## src/rtl/mux_scan.sv

```systemverilog
// mux_scan: N-channel registered mux with manual select and masked round-robin scan.
// Ports: clk/rst (sync, active-high); mode 0=manual (sel_in) 1=scan (en_mask, DWELL cycles per channel);
// din packs channel i at din[i*W +: W]; dout/sel_out/valid are registered together; wrap pulses when a scan advance wraps.
module mux_scan #(
  parameter int N = 4,
  parameter int W = 1,
  parameter int DWELL = 5,
  localparam int SW = $clog2(N),
  localparam int CW = DWELL > 1 ? $clog2(DWELL) : 1
) (
  input  logic           clk,
  input  logic           rst,
  input  logic           mode,
  input  logic [SW-1:0]  sel_in,
  input  logic [N-1:0]   en_mask,
  input  logic [N*W-1:0] din,
  output logic [W-1:0]   dout,
  output logic [SW-1:0]  sel_out,
  output logic           valid,
  output logic           wrap
);
  logic [W-1:0] ch [N];
  logic [SW-1:0] sel_q, sel_d, nxt;
  logic [W-1:0] dout_q, dout_d;
  logic valid_q, valid_d, wrap_q, wrap_d;
  logic [CW-1:0] cnt_q, cnt_d;
  logic [SW:0] s;
  logic any, adv, in_ok, scan;
  for (genvar i = 0; i < N; i++) begin : g_ch
    assign ch[i] = din[i*W +: W];
  end
  // Walk downward so the nearest enabled channel above sel_q (circularly) is the last write.
  always_comb begin
    nxt = sel_q;
    s = '0;
    for (int k = N; k >= 1; k--) begin
      s = {1'b0, sel_q} + (SW+1)'(k);
      s = s >= (SW+1)'(N) ? s - (SW+1)'(N) : s;
      if (en_mask[s[SW-1:0]]) nxt = s[SW-1:0];
    end
  end
  assign any = |en_mask;
  assign in_ok = {1'b0, sel_in} < (SW+1)'(N);
  assign scan = mode && any;
  // A disabled current channel forces an advance; coinciding with dwell expiry it is still one advance.
  assign adv = cnt_q == CW'(DWELL - 1) || !en_mask[sel_q];
  assign sel_d = !mode ? (in_ok ? sel_in : sel_q) : (scan && adv ? nxt : sel_q);
  assign valid_d = mode ? any : in_ok;
  assign dout_d = valid_d ? ch[sel_d] : '0;
  assign cnt_d = scan && !adv ? cnt_q + 1'b1 : '0;
  assign wrap_d = scan && adv && nxt <= sel_q;
  always_ff @(posedge clk) begin
    if (rst) begin
      sel_q <= '0;
      dout_q <= '0;
      valid_q <= 1'b0;
      wrap_q <= 1'b0;
      cnt_q <= '0;
    end else begin
      sel_q <= sel_d;
      dout_q <= dout_d;
      valid_q <= valid_d;
      wrap_q <= wrap_d;
      cnt_q <= cnt_d;
    end
  end
  assign dout = dout_q;
  assign sel_out = sel_q;
  assign valid = valid_q;
  assign wrap = wrap_q;
endmodule

```

## config.mk

```make
export PLATFORM = sky130hd
export DESIGN_NAME = mux_scan
export DESIGN_NICKNAME = d
export VERILOG_FILES = /design/src/rtl/mux_scan.sv
export SDC_FILE = /design/constraint.sdc
export NUM_CORES = 1
export LEC_CHECK = 0
export CAP_MARGIN = 20
export CORE_MARGIN = 5
export CORE_UTILIZATION = 37
export CTS_CLUSTER_SIZE = 14
export DETAILED_ROUTE_END_ITERATION = 7
export HOLD_SLACK_MARGIN = 0.12
export MAX_ROUTING_LAYER = met4
export PLACE_DENSITY_LB_ADDON = 0.08
export SYNTH_ARGS = -nofsm -noshare
export SYNTH_HDL_FRONTEND = slang
export SYNTH_SLANG_ARGS = --single-unit
```

## constraint.sdc

```tcl
create_clock -name clk -period 2.7 [get_ports clk]
set_clock_uncertainty 0.1 [all_clocks]
set_input_delay 0.675 -clock clk [delete_from_list [all_inputs] [get_ports clk]]
set_output_delay 0.675 -clock clk [all_outputs]
set_load 0.02 [all_outputs]
```

* Yosys cells after proc, flatten, opt, wreduce, memory -nomap -nowiden
Cells that the tools add are included.
** Word-level totals
- Register bits after elaboration :: 8
- Word-level logic and storage cells :: 63
- Output and inout port bits :: 5
** Operators by class
- Reductions and logical operators :: 10
- Equality and inequality tests :: 1
- Bitwise gates (word level) :: 3
- Add/sub/neg operators :: 9
- Order comparisons :: 11
- Multiplexer cells :: 24
** Operators with widths (number)
- $mux 2 :: 10
- $ge 3x3->1 const B :: 5
- $lt 2x3->1 const B :: 5
- $bmux 1 s2 :: 6
- $mux 1 :: 8
- $sub 2x1->2 const B :: 4
- $add 2x2->3 const B :: 2
- $logic_and 1x1->1 :: 4
- $reduce_or 2->1 :: 2
- $reduce_or 4->1 :: 1
- $add 2x1->3 const B :: 1
- $add 2x3->3 const B :: 1
- $add 3x1->3 const B :: 1
- $eq 3x3->1 const B :: 1
- $not 2->3 :: 1
- $le 2x2->1 :: 1
- $logic_not 1->1 :: 2
- $not 1->1 :: 2
- $logic_or 1x1->1 :: 1

* Logic depth before layout (Yosys ltp)
Gate-level depths: netlist of run 1.
- Depth after elaboration :: 15
- Depth in mapped cells :: 8
- Depth with buffers taken out :: 8

* Least setup slack after synthesis of run 1
OpenSTA, ideal clock, no wires.
- Kind :: input -> register
- From :: input port en_mask[3]
- To :: register dout_q, in the netlist dout
- Stages :: 6
- Path slack :: 63 ps
- Setup time :: 116 ps
- Arrival :: 2420 ps
- Path through :: mux4_2 a21o_1 and3_4 or3_4 mux2_4 o211a_1
** Between the ends
- Longest elaborated chain between the ends :: 12
- Elaborated cells on any way between the ends :: 28
- Classes of those cells :: mux (20); bitwise (2); reduce/logical (6)
** RTL lines
- start: declaration :: line 15 : input logic [N-1:0] en_mask,
- $bmux 1 s2 :: line 39 : if (en_mask[s[SW-1:0]]) nxt = s[SW-1:0];
- $mux 1 (not written as such) :: line 39
- $mux 2 (4 in series) :: line 39
- $mux 2 (2 in series) :: line 47 : assign sel_d = !mode ? (in_ok ? sel_in : sel_q) : (scan && adv ? nxt : sel_q);
- $not 2->3 (not written as such) :: line 49 : assign dout_d = valid_d ? ch[sel_d] : '0;
- $bmux 1 s2 :: line 49
- $mux 1 (not written as such) (2 in series) :: line 49
- end signal: assignment :: line 61 : dout_q <= dout_d;
- end: declaration :: line 24 : logic [W-1:0] dout_q, dout_d;
Several ways; a longest one is shown, not always the timed one. The select of a mux whose other input is x is not followed.
A chain may end at the register's enable or synchronous reset.

* Worst setup path in the final report of run 1
Ends and elaborated chain as after synthesis.

==> results of run 1 <==
-- state kept, by name, summed over array words and instances, names as in the netlist --
| name | cells |
|---|---|
| cnt_q | 3 |
| dout | 1 |
| sel_out | 2 |
| valid | 1 |
| wrap | 1 |
-- critical path, stage by stage --
cell and delay (ps):
dlygate4sd2_1 240, mux4_2 480, a21o_1 200, and3_4 180, or3_4 370, mux2_4 300, o211a_1 190
-- cell usage in the layout (no fill, tap or decap) --
| master | instances |
|---|---|
| a211oi_1 | 1 |
| o41ai_2 | 1 |
| nand2_1 | 3 |
| a22oi_1 | 1 |
| a31oi_1 | 1 |
| nor4b_1 | 1 |
| o21a_1 | 1 |
| o211ai_1 | 1 |
| inv_1 | 6 |
| mux2_4 | 1 |
| clkbuf_4 | 3 |
| a211o_1 | 1 |
| o211a_1 | 1 |
| clkdlybuf4s50_1 | 13 |
| nor2b_1 | 2 |
| nand3_1 | 1 |
| or3_4 | 1 |
| nor2_1 | 7 |
| dlygate4sd2_1 | 4 |
| mux2_2 | 1 |
| and3_4 | 1 |
| a21oi_1 | 3 |
| ha_1 | 4 |
| a21o_1 | 1 |
| o21ai_0 | 2 |
| nand2b_1 | 1 |
| dfxtp_1 | 8 |
| buf_4 | 12 |
| o221a_2 | 1 |
| and2b_1 | 1 |
| nor3_1 | 2 |
| mux4_2 | 1 |
| xnor2_1 | 1 |
-- metrics by stage --
step	worst slack, ps	cell area, um^2	utilization, %	power [uW]	hold slack, ps
6_report	88.8	812	62.4	351	346
5_1_grt	19.5	812	62.4	374	367
4_1_cts	89.9	812	62.4	355	353
3_5_place_dp	-400	787	60.5	268	340
3_3_place_gp	-368	787	60.5	266	333
2_1_floorplan	63.4	508	-	201	317
-- final timing paths --
| kind | startpoint | end | depth (start not counted) |
|---|---|---|---|
| setup / recovery | en_mask[3] | dout | 7 |
| hold / removal | cnt_q[0] | cnt_q[0] | 1 |
| setup reg to reg | sel_out[0] | dout | 6 |
| hold reg to reg | cnt_q[0] | cnt_q[0] | 1 |
-- what timing repair did --
action | CTS | global route
hold buffers | 0 | 0
endpoints found under the setup margin | 1 | 0
resized for setup | 5 | 0
-- logic make-up (layout without fill, tap and decap cells) --
logic type	Yosys count	in the layout	share of synthesized area, %
adder cells (fa/ha/maj)	4	4	9.85
flip-flops	8	8	31.5
buffers and inverters	6	38	4.43
AO/OA/AOI/OAI	15	15	21.2
AND/OR/NAND/NOR	20	20	21.7
XOR/XNOR	1	1	1.72
multiplexers	3	3	9.60
-- layout make-up --
type | count | area [um^2] | share of cell area (%)
multi-input combinational | 43 | 333 | 41.0
tap | 15 | 18.8 | 2.31
sequential | 8 | 160 | 19.7
inverter | 6 | 22.5 | 2.77
clock buffer | 3 | 22.5 | 2.77
timing repair buffer | 29 | 255 | 31.4
-- routing by layer --
| metal | part of all wire [%] | vias up |
|---|---|---|
| li1 | - | 274 |
| met1 | 38 | 234 |
| met2 | 52 | 22 |
| met3 | 7.5 | 4 |
| met4 | 2.7 | 0 |
| met5 | 0 | - |
-- power groups by stage --
stage / clock network [uW] / registers, uW / logic, uW
6_report: 86.4 / 131 / 134
5_1_grt: 95.6 / 131 / 147
4_1_cts: 90.4 / 131 / 134
3_5_place_dp: 0 / 133 / 134
3_3_place_gp: 0 / 133 / 133
2_1_floorplan: 0 / 144 / 56.8
==> impl_metrics.py, run 1 <==
metrics = {
    "timing": {
        "setup_tns_ps": 0,
        "slew_headroom_pct": 73.8,
        "timing.fmax_ghz": 0.383,
        "finalCritPeriodShare_pct": 96.7,
        "setup_viol": 0,
        "grt_setup_unrepaired": "false",
        "worst_pin_slew_ps": 389,
        "hold_viol": 0,
        "report.final.slew_viol_count": 0,
        "fin_crit_ps": 2610,
    },
    "cts": {
        "worst_skew_pair.late_latency_ps": 250,
        "cts.sinks": 8,
        "cts_tree": "yes",
        "post_cts_buffers": 0,
        "ctsRootBufferMaster": "clkbuf_4",
        "htree_levels": 1,
        "clkTransAtPathRegs_ps": 50,
        "cts_buffers": 3,
        "clockBufferDepth": 2,
    },
    "route": {
        "wl_um": 1250,
        "drc": 0,
        "drt_first_pass_iters": 4,
        "ant_nets": 0,
        "viasPerCell": 5.13,
        "vias": 534,
        "wl_per_cell_um": 12.1,
        "drt_iter0_drc": 7,
    },
    "synth": {
        "syn_nets": 74,
        "synth_flop_cell": "dfxtp_1",
        "yosys_register_bits": 8,
        "ys_seq_area_share_pct": 31.5,
        "ys_types": 29,
        "ys_top_cells_by_area": "dfxtp_1 32%, ha_1 9.9%, nor2_1 5.2%, inv_1 4.4%, mux4_2 4.4%",
        "yosys_warnings": 0,
        "yosysMostFrequentCell": "dfxtp_1",
        "synth-edff-count": 0,
        "yosysTopAreaCell": "dfxtp_1",
        "netlist.area_leader.share_pct": 31.5,
        "async_reset_ff_share_pct": 0,
        "syn_avg_cell_area_um2": 8.91,
        "netlist_top_cells_count": "8 x dfxtp_1, 7 x nor2_1, 6 x inv_1",
        "synthesis.area_um2": 508,
        "synthCells": 57,
    },
    "floorplan": {
        "rows": 13,
        "dieWidth_um": 47.1,
        "core-area_mm2": 0.00130,
        "die_area_mm2": 0.00221,
        "initial_core_util_pct": 39.0,
        "io_pins": 18,
        "die_h_um": 47.1,
    },
    "hold_path": {
        "holdCritPathClass": "reg -> reg",
    },
    "global_route": {
        "grt_start_max_net_pins": 8,
        "grt_pass1_wl_um": 2020,
        "grt_util_met1_pct": 15.5,
        "grt_usage_pct": 13.5,
        "met3_usage_pct": 1.53,
        "overflow": 0,
        "grtUsageMet2_pct": 20.9,
        "antenna_found_initial": 0,
        "grt_busiest_layer": "met2",
        "grt_pass1_vias": 500,
    },
    "placed_design": {
        "dp.final_hpwl_um": 1030,
        "gp_congestion": 0.801,
        "numPlacedInstances": 101,
        "port_buffers": 17,
    },
    "layout": {
        "area.growth.synth_to_final_pct": 59.9,
        "fillers": 127,
        "diodes": 0,
        "nets": 108,
        "fin_cells": 104,
        "drive_above_1_share_pct": 24.7,
    },
    "run_status": {
        "status": "complete, no violations",
    },
    "power": {
        "seqPwrFrac_pct": 37.3,
        "sw_frac_of_total_pct": 27.8,
        "power.switching_uw": 97.5,
        "p_leak_uw": 0.000352,
        "power_density_mw_per_mm2": 432,
        "p_int_uw": 253,
        "ir_drop_v": 0.000158,
        "clkPwrFrac_pct": 24.6,
        "p_comb_share_pct": 38.1,
    },
    "setup_path": {
        "start_kind": "primary input",
        "worstPathRequired_ps": 2740,
        "end_kind": "register",
        "cp_max_fo": 3,
        "crit_arrival_ps": 2650,
        "path_class": "in -> reg",
        "r2r_slack_ps": 350,
    },
    "run": {
        "maxCapViolations": 0,
    },
}
Note: power is estimated with default switching activity, not from simulation.
==> run 2: changes to the inputs <==
--- a/config.mk
+++ b/config.mk
@@ -5,7 +5,7 @@
 export SDC_FILE = /design/constraint.sdc
 export NUM_CORES = 1
 export LEC_CHECK = 0
-export CAP_MARGIN = 20
+export CAP_MARGIN = 5
 export CORE_MARGIN = 5
 export CORE_UTILIZATION = 37
 export CTS_CLUSTER_SIZE = 14
==> results of run 2 <==
Same layout as run 1: the final DEF is identical, and so are final timing and power.
